--- src/rtl/demo2_pump_sequencer_if.sv ---
// Pump sequencer control/status bundle.
// master drives start/abort; slave is the sequencer.
interface demo2_pump_sequencer_if;
    logic       start;
    logic       abort;
    logic [2:0] pump_en;
    logic       valve_out;
    logic       flush_en;
    logic       busy;
    logic       done;
    logic       aborted;
    logic [7:0] run_count;
    logic [2:0] state;

    modport master (
        output start,
        output abort,
        input  pump_en,
        input  valve_out,
        input  flush_en,
        input  busy,
        input  done,
        input  aborted,
        input  run_count,
        input  state
    );

    modport slave (
        input  start,
        input  abort,
        output pump_en,
        output valve_out,
        output flush_en,
        output busy,
        output done,
        output aborted,
        output run_count,
        output state
    );
endinterface

--- src/rtl/demo2_pump_sequencer.sv ---
// Three-solution pump sequencer: prime, mix, dispense, flush.
// All outputs are registered from the state being entered.
module demo2_pump_sequencer #(
    parameter int CNT_W    = 8,
    parameter int T_PRIME3 = 40,
    parameter int T_PRIME2 = 20,
    parameter int T_MIX    = 30,
    parameter int T_DISP   = 50,
    parameter int T_FLUSH  = 16
) (
    input  logic                   clk,
    input  logic                   rst_n,
    demo2_pump_sequencer_if.slave  bus
);

    typedef enum logic [2:0] {
        S_IDLE     = 3'd0,
        S_PRIME3   = 3'd1,
        S_PRIME2   = 3'd2,
        S_MIX      = 3'd3,
        S_DISPENSE = 3'd4,
        S_FLUSH    = 3'd5
    } state_t;

    localparam int MAX_T = (1 << CNT_W) - 1;

    if (T_PRIME3 > MAX_T || T_PRIME2 > MAX_T || T_MIX > MAX_T ||
        T_DISP > MAX_T || T_FLUSH > MAX_T) begin : g_cfg_err
        $error("phase duration does not fit in CNT_W bits");
    end

    // A zero duration still occupies one cycle.
    function automatic logic [CNT_W-1:0] dur(input int t);
        return (t < 1) ? CNT_W'(1) : CNT_W'(t);
    endfunction

    state_t           st_q;
    state_t           st_d;
    state_t           nxt_ph;
    logic [CNT_W-1:0] cnt_q;
    logic [CNT_W-1:0] cnt_d;
    logic [CNT_W-1:0] nxt_len;
    logic             ab_q;
    logic             ab_d;
    logic             fin;
    logic             last;
    logic [2:0]       pump_d;

    logic [2:0]       pump_q;
    logic             valve_q;
    logic             flush_q;
    logic             busy_q;
    logic             done_q;
    logic             aborted_q;
    logic [7:0]       rc_q;

    assign last = (cnt_q <= CNT_W'(1));

    // Successor phase and its duration for the normal chain.
    always_comb begin
        nxt_ph  = S_IDLE;
        nxt_len = '0;
        unique case (st_q)
            S_PRIME3: begin
                nxt_ph  = S_PRIME2;
                nxt_len = dur(T_PRIME2);
            end
            S_PRIME2: begin
                nxt_ph  = S_MIX;
                nxt_len = dur(T_MIX);
            end
            S_MIX: begin
                nxt_ph  = S_DISPENSE;
                nxt_len = dur(T_DISP);
            end
            S_DISPENSE: begin
                nxt_ph  = S_FLUSH;
                nxt_len = dur(T_FLUSH);
            end
            default: begin
                nxt_ph  = S_IDLE;
                nxt_len = '0;
            end
        endcase
    end

    // Next state, phase counter and abort flag.
    always_comb begin
        st_d  = st_q;
        cnt_d = cnt_q;
        ab_d  = ab_q;
        fin   = 1'b0;
        unique case (st_q)
            S_IDLE: begin
                ab_d = 1'b0;
                if (bus.start && !bus.abort) begin
                    st_d  = S_PRIME3;
                    cnt_d = dur(T_PRIME3);
                end
            end
            S_PRIME3, S_PRIME2, S_MIX, S_DISPENSE: begin
                if (bus.abort) begin
                    st_d  = S_FLUSH;
                    cnt_d = dur(T_FLUSH);
                    ab_d  = 1'b1;
                end else if (last) begin
                    st_d  = nxt_ph;
                    cnt_d = nxt_len;
                end else begin
                    cnt_d = cnt_q - CNT_W'(1);
                end
            end
            S_FLUSH: begin
                if (last) begin
                    st_d  = S_IDLE;
                    cnt_d = '0;
                    ab_d  = 1'b0;
                    fin   = 1'b1;
                end else begin
                    cnt_d = cnt_q - CNT_W'(1);
                end
            end
            default: begin
                st_d  = S_IDLE;
                cnt_d = '0;
                ab_d  = 1'b0;
            end
        endcase
    end

    // Pump enables for the state being entered.
    always_comb begin
        pump_d = 3'b000;
        unique case (st_d)
            S_PRIME3:   pump_d = 3'b100;
            S_PRIME2:   pump_d = 3'b110;
            S_MIX:      pump_d = 3'b111;
            S_DISPENSE: pump_d = 3'b111;
            default:    pump_d = 3'b000;
        endcase
    end

    // State register with outputs registered alongside it.
    always_ff @(posedge clk or negedge rst_n) begin
        if (!rst_n) begin
            st_q      <= S_IDLE;
            cnt_q     <= '0;
            ab_q      <= 1'b0;
            pump_q    <= 3'b000;
            valve_q   <= 1'b0;
            flush_q   <= 1'b0;
            busy_q    <= 1'b0;
            done_q    <= 1'b0;
            aborted_q <= 1'b0;
            rc_q      <= 8'd0;
        end else begin
            st_q      <= st_d;
            cnt_q     <= cnt_d;
            ab_q      <= ab_d;
            pump_q    <= pump_d;
            valve_q   <= (st_d == S_DISPENSE);
            flush_q   <= (st_d == S_FLUSH);
            busy_q    <= (st_d != S_IDLE);
            done_q    <= fin;
            aborted_q <= fin && ab_q;
            if (fin && !ab_q) begin
                rc_q <= rc_q + 8'd1;
            end
        end
    end

    assign bus.pump_en   = pump_q;
    assign bus.valve_out = valve_q;
    assign bus.flush_en  = flush_q;
    assign bus.busy      = busy_q;
    assign bus.done      = done_q;
    assign bus.aborted   = aborted_q;
    assign bus.run_count = rc_q;
    assign bus.state     = st_q;

endmodule

--- src/flat_wrapper.sv ---
// flat-port wrapper written by rule: the top's interface ports become plain ports
module demo2_pump_sequencer_flat 
#(
    parameter int CNT_W    = 8,
    parameter int T_PRIME3 = 40,
    parameter int T_PRIME2 = 20,
    parameter int T_MIX    = 30,
    parameter int T_DISP   = 50,
    parameter int T_FLUSH  = 16
)
  (clk, rst_n, bus_start, bus_abort, bus_pump_en, bus_valve_out, bus_flush_en, bus_busy, bus_done, bus_aborted, bus_run_count, bus_state);
  demo2_pump_sequencer_if bus_i ();
  input  logic clk;
  input  logic rst_n;
  input wire logic [$bits(bus_i.start)-1:0] bus_start;
  input wire logic [$bits(bus_i.abort)-1:0] bus_abort;
  output wire logic [$bits(bus_i.pump_en)-1:0] bus_pump_en;
  output wire logic [$bits(bus_i.valve_out)-1:0] bus_valve_out;
  output wire logic [$bits(bus_i.flush_en)-1:0] bus_flush_en;
  output wire logic [$bits(bus_i.busy)-1:0] bus_busy;
  output wire logic [$bits(bus_i.done)-1:0] bus_done;
  output wire logic [$bits(bus_i.aborted)-1:0] bus_aborted;
  output wire logic [$bits(bus_i.run_count)-1:0] bus_run_count;
  output wire logic [$bits(bus_i.state)-1:0] bus_state;
  assign bus_i.start = bus_start;
  assign bus_i.abort = bus_abort;
  assign bus_pump_en = bus_i.pump_en;
  assign bus_valve_out = bus_i.valve_out;
  assign bus_flush_en = bus_i.flush_en;
  assign bus_busy = bus_i.busy;
  assign bus_done = bus_i.done;
  assign bus_aborted = bus_i.aborted;
  assign bus_run_count = bus_i.run_count;
  assign bus_state = bus_i.state;
  demo2_pump_sequencer #(.CNT_W(CNT_W), .T_PRIME3(T_PRIME3), .T_PRIME2(T_PRIME2), .T_MIX(T_MIX), .T_DISP(T_DISP), .T_FLUSH(T_FLUSH)) u_core (.clk(clk), .rst_n(rst_n), .bus(bus_i));
endmodule
--- config.mk ---
export PLATFORM = sky130hd
export DESIGN_NAME = demo2_pump_sequencer_flat
export DESIGN_NICKNAME = d
export VERILOG_FILES = /design/src/rtl/demo2_pump_sequencer_if.sv /design/src/rtl/demo2_pump_sequencer.sv /design/src/flat_wrapper.sv
export SDC_FILE = /design/constraint.sdc
export NUM_CORES = 1
export LEC_CHECK = 0
export ABC_AREA = 1
export CAP_MARGIN = 20
export CELL_PAD_IN_SITES_DETAIL_PLACEMENT = 2
export CELL_PAD_IN_SITES_GLOBAL_PLACEMENT = 2
export CORE_MARGIN = 5
export CORE_UTILIZATION = 32
export CTS_CLUSTER_SIZE = 25
export DETAILED_ROUTE_END_ITERATION = 10
export PLACE_DENSITY = 0.87
export SLEW_MARGIN = 20
export SYNTH_ARGS = -nofsm -noshare
export SYNTH_HDL_FRONTEND = slang
export SYNTH_SLANG_ARGS = --single-unit
--- constraint.sdc ---
create_clock -name clk -period 2.25 [get_ports clk]
set_input_delay 0.45 -clock clk [delete_from_list [all_inputs] [get_ports clk]]
set_output_delay 0.45 -clock clk [all_outputs]
set_load 0.005 [all_outputs]
=== Yosys cells after proc, flatten, opt, wreduce, memory -nomap -nowiden ===
Index checks and enable logic that the tools add are counted.

* Eq/ne operators: 13
* Reductions and logical operators: 10
* $lt $le $gt $ge: 1
* Add/subtract/negate cells: 2
* Mux-type cells: 18

{| class="wikitable"
|+ Operator list
! kind !! count
|-
| 8-bit two-way mux || 4
|-
| 6-bit case mux with 4 select lines || 1
|-
| 8-bit case mux with 3 select lines || 1
|-
| 3-bit case mux with 3 select lines || 2
|-
| 3-bit by 2-bit equality test with 1-bit output, second input constant || 4
|-
| 3-bit equality test, second input constant || 4
|-
| 3-bit two-way mux || 4
|-
| 3-bit case mux with 4 select lines || 1
|-
| 8-bit by 1-bit adder with 8-bit output, second input constant || 1
|-
| 8-bit by 1-bit <= comparator with 1-bit output, second input constant || 1
|-
| 8-bit by 1-bit subtractor with 8-bit output, second input constant || 1
|-
| 3-bit by 1-bit equality test with 1-bit output, second input constant || 2
|-
| 1-bit two-way mux || 4
|-
| 2-bit by 1-bit inequality test with 1-bit output, second input constant || 2
|-
| 4-bit OR reduction || 1
|-
| 1-bit logical AND || 3
|-
| 3-bit zero test || 1
|-
| 3-bit nonzero test || 1
|-
| 1-bit zero test || 2
|-
| 2-bit inequality test, second input constant || 1
|-
| 1-bit case mux with 2 select lines || 1
|-
| 2-bit AND reduction || 1
|-
| 2-bit OR reduction || 1
|}

* Output and inout port bits: 19
* Logic and storage cells: 54
* Bits of input ports: 4
* Register bits: 28

=== Longest topological paths before layout ===
* Depth in word-level cells: 8
* Depth in mapped cells: 12

=== Least setup slack after synthesis ===
No wires, ideal clock.

* Path type: register to register
* From: reg u_core.cnt_q[0]
* To: reg u_core.pump_q[2], in the netlist u_core.bus.pump_en[2]
* Arrival: 1505 ps
* Stages on the path, launching flop included: 12
* Path buffers: 0
* Setup slack: 625 ps
* Clock period less this slack: 1625 ps
* Setup time: 120 ps
* Cells stage by stage: dfrtp_1 > inv_1 > ha_1 > nor2_1 > nor2_2 > nand2_4 > nand2_1 > nand3_1 > nand2_1 > nand3_1 > nand2_1 > nand2_1

* Cells in the longest elaborated chain, start to end: 7

{| class="wikitable"
|+ RTL lines
! item !! RTL line !! text
|-
| start: declaration || demo2_pump_sequencer.sv:40 || <nowiki>logic [CNT_W-1:0] cnt_q;</nowiki>
|-
| start signal: assignment || demo2_pump_sequencer.sv:158 || <nowiki>cnt_q <= cnt_d;</nowiki>
|-
| 8-bit by 1-bit <= comparator with 1-bit output (*) || demo2_pump_sequencer.sv:57 || <nowiki>assign last = (cnt_q <= CNT_W'(1));</nowiki>
|-
| 3-bit two-way mux || demo2_pump_sequencer.sv:106 || <nowiki>end else if (last) begin</nowiki>
|-
| 3-bit two-way mux || demo2_pump_sequencer.sv:102 || <nowiki>if (bus.abort) begin</nowiki>
|-
| 3-bit case mux with 3 select lines (*) || demo2_pump_sequencer.sv:93 || <nowiki>unique case (st_q)</nowiki>
|-
| 3-bit by 2-bit equality test with 1-bit output or 3-bit equality test (tied branches) || demo2_pump_sequencer.sv:134 || <nowiki>unique case (st_d)</nowiki>
|-
| 2-bit OR reduction (no source line) || - ||
|-
| 3-bit case mux with 3 select lines (*) || demo2_pump_sequencer.sv:134 ||
|-
| named net u_core.pump_d[2] || demo2_pump_sequencer.sv:47 || <nowiki>logic [2:0] pump_d;</nowiki>
|-
| end signal: assignment || demo2_pump_sequencer.sv:160 || <nowiki>pump_q <= pump_d;</nowiki>
|-
| end: declaration || demo2_pump_sequencer.sv:49 || <nowiki>logic [2:0] pump_q;</nowiki>
|}

The timed path passes the listed nets; every way through them passes the cells marked *.
A chain may end at the register's enable or synchronous reset.

=== Worst setup path after layout ===
* From: reg u_core.cnt_q[0]
* To: reg u_core.pump_q[0], in the netlist u_core.bus.pump_en[0]

* Cells in the longest elaborated chain, start to end: 7

{| class="wikitable"
|+ RTL lines
! item !! RTL line !! text
|-
| 8-bit by 1-bit <= comparator with 1-bit output (*) || demo2_pump_sequencer.sv:57 ||
|-
| 3-bit two-way mux || demo2_pump_sequencer.sv:106 ||
|-
| 3-bit two-way mux || demo2_pump_sequencer.sv:102 ||
|-
| 3-bit case mux with 3 select lines (*) || demo2_pump_sequencer.sv:93 ||
|-
| named net u_core.st_d[0] || demo2_pump_sequencer.sv:38 || <nowiki>state_t st_d;</nowiki>
|-
| 3-bit by 2-bit equality test with 1-bit output or 3-bit equality test (tied branches) || demo2_pump_sequencer.sv:134 ||
|-
| 2-bit OR reduction (no source line) || - ||
|-
| 3-bit case mux with 3 select lines (*) || demo2_pump_sequencer.sv:134 ||
|-
| named net u_core.pump_d[0] || demo2_pump_sequencer.sv:47 ||
|}

Marked as above.

==> flow_metrics.tcl <==
set metrics [dict create \
    cts_tree "yes" \
    p_leak_uw 0.000953 \
    tightestPinTransition_ns 0.371 \
    vdd_drop_max_v 0.000549 \
    met3_length_um 163 \
    avgRoutedWirePerCell_um 15.3 \
    timing.rr.start "u_core.cnt_q[0]" \
    antenna_found_initial 0 \
    critPathArrivalTime_ns 2.06 \
    grt_max_degree 29 \
    areaGrowthSynthToFinish_pct 22.6 \
    cp.depth 11 \
    reg2reg_slack_ns 0.36 \
    max-cap-violations 0 \
    cp_max_fo 10 \
    path_common_cell "nand2_1" \
    cts.sinks 28 \
    syn_area_per_cell_um2 8.40 \
    drive_above_1_share_pct 13.2 \
    fmax_mhz 528 \
    drc_errors 0 \
    slew_headroom_pct 75.3 \
    cts-root-buf "clkbuf_8" \
    fin_nets 221 \
    yosysMostFrequentCell "nand2_1" \
    critical_path_required_ns 2.42 \
    core-area_um2 4720 \
    powerDensity_nw_per_um2 1340 \
    ys_ff_latch 28 \
    die_area_um2 6380 \
    critPathKind "flip-flop to flip-flop" \
    first_pass_iters 4 \
    routed_wl_um 4270 \
    start_kind "flip-flop" \
    drt-initial-drc-count 30 \
    drv_slew 0 \
    overflow 0 \
    ant_nets 0 \
    worstSkewPairLatency_ns 0.28 \
    ys_top_cells_by_area "dfrtp_1 45%, nand2_1 12%, inv_1 5.5%" \
    ys_seq_area_share_pct 44.9 \
    syn_nets 193 \
    diodes 0 \
    synthDominantCellAreaShare_pct 44.9 \
    worstRegToRegCells 11 \
    fin_worst_skew_ns 0.00846 \
    grt_usage_pct 15.3 \
    ctsHtreeMaxLevel 1 \
    portBuffers 22 \
    whs_ns 0.512 \
    cts_resized 0 \
    dieHeight_um 79.9 \
    wl_met2_um 2240 \
    setup_violations 0 \
    dp_cells 276 \
    die_w_um 79.9 \
    synth.largest_area_cell "dfrtp_1" \
    vias 1320 \
    viasPerCell 4.73 \
    ctsHoldBuffers 0 \
    pin_count 23 \
    fin_cells 279 \
    crit_start "u_core.cnt_q[0]" \
    reg2reg_to "u_core.bus.pump_en[0]" \
    hpwl_um 3470 \
    crit_end "u_core.bus.pump_en[0]" \
    grt_pass1_wl_um 7520 \
    synth_commonest_cells "49 x nand2_1, 28 x dfrtp_1, 23 x inv_1, 12 x nor2_1, 11 x nand3_1" \
    ys_types 28 \
    synth_edf_count 0 \
    path_delay_family "simple AND/OR/NAND/NOR gates" \
    totalPowerFinal_uw 2560 \
    synth_ff_type "dfrtp_1" \
    yosys_warnings 0 \
    rsz0062_at_grt "no" \
    clk_path_buf_depth 2 \
    critPathBufInv 1 \
    fin_crit_ns 1.89 \
    netlist_area_um2 1560 \
    clkSlewWorstSetupHoldPaths_ns 0.10 \
    place_congestion 0.814 \
    timing.final.crit_share_pct 84.2 \
    num_rows 25 \
    ys_async_sr_fraction_pct 100 \
    grt_pass1_vias 1484 \
    crit_path_top_delay_cell "dfrtp_1" \
    cts_buffers 3 \
    highest_layer "met4" \
    initial_utilization_pct 33.1 \
    setup_tns_ns 0 \
    finalHoldViolations 0 \
    critPathMaxStageDelay_ns 0.42 \
    crit_chain "inv_1 -> ha_1 -> nor2_1 -> nor2_2 -> nand2_4 -> nand2_1 -> nand3_1 -> nand2_1 -> nand2_1 -> nand2_1 -> nand2_1" \
    utilization_pct 40.5 \
    hp-class "flip-flop to flip-flop" \
    post_cts_buffers 0 \
    wl_met1_um 1850 \
    run_status "complete, no violations" \
    synth_cells 186 \
    endpoint_kind "flip-flop" \
]
==> power by group <==
group          leakage (uW)  switching [uW]  internal [uW]
Sequential         0.000367             160            667
Combinational      0.000564             917            545
Clock             0.0000216             155            120
Total              0.000953            1230           1330
==> per-stage QoR <==
step                instance area, um2  setup slack [ns]
floorplan                         1560             0.625
global placement                  1870             0.297
detailed placement                1870             0.312
CTS                               1910             0.330
global route                      1910            0.0899
finish                            1910             0.357
==> layout by cell type, fill, tap and decap left out, types with 2 or more instances in the layout <==
cell type,instances
o21ai_1,6
nor3_4,2
mux2_1,2
ha_1,3
o21ai_0,3
nor2_2,4
clkdlybuf4s50_1,22
inv_1,23
nand2_2,3
nand4_1,4
xnor2_1,3
nor3_1,3
clkbuf_8,3
xor2_1,6
nand2_4,2
nor2_1,12
nand3_1,11
dfrtp_1,28
nand2_1,49
inv_2,7
a21oi_1,6
==> layout make-up <==
type / count / area (um2)
fill: 532 / 2810
multi-input combinational: 128 / 748
sequential: 28 / 701
timing repair buffer: 23 / 228
inverter: 30 / 113
tap: 67 / 83.8
clock buffer: 3 / 41.3
==> cells by family after synthesis <==
kind of cell / after synthesis / share of synthesized area (%)
simple gates: 95 / 32.2
compound gates: 19 / 6.81
xor+xnor: 9 / 5.05
flops: 28 / 44.9
mux: 2 / 1.44
buf+inv: 30 / 7.21
fa+ha+maj: 3 / 2.40
==> flip-flops by register name, indices dropped and copies added (netlist names) <==
register / count
u_core.bus.valve_out: 1
u_core.bus.done: 1
u_core.bus.run_count: 8
u_core.bus.state: 3
u_core.bus.flush_en: 1
u_core.bus.busy: 1
u_core.bus.pump_en: 3
u_core.cnt_q: 8
u_core.ab_q: 1
u_core.bus.aborted: 1
==> how the worst min path moves through the flow <==
stage	start	cells after the start	slack, ns	to
3_3_place_gp	u_core.bus.run_count[7]	2	0.49	u_core.bus.run_count[7]
2_1_floorplan	rst_n	0	0.15	u_core.ab_q
6_report	u_core.bus.run_count[7]	2	0.51	u_core.bus.run_count[7]
3_5_place_dp	u_core.bus.run_count[7]	2	0.50	u_core.bus.run_count[7]
4_1_cts	u_core.bus.run_count[7]	2	0.52	u_core.bus.run_count[7]
5_1_grt	u_core.cnt_q[0]	1	0.54	u_core.cnt_q[0]
==> worst reg2reg max path: cells and delay by family, from the launching register on <==
kind	cells	cell delay, ns
AND/OR/NAND/NOR	9	0.94
flip-flops	1	0.42
adder cells (fa/ha/maj)	1	0.28
buffers and inverters	1	0.13
==> metal layers <==
layer	up-vias	global-route usage (%)
li1	640	-
met4	0	2.53
met2	19	27.5
met5	-	0
met3	2	4.40
met1	659	18.2
(Power assumes the default switching activity.)
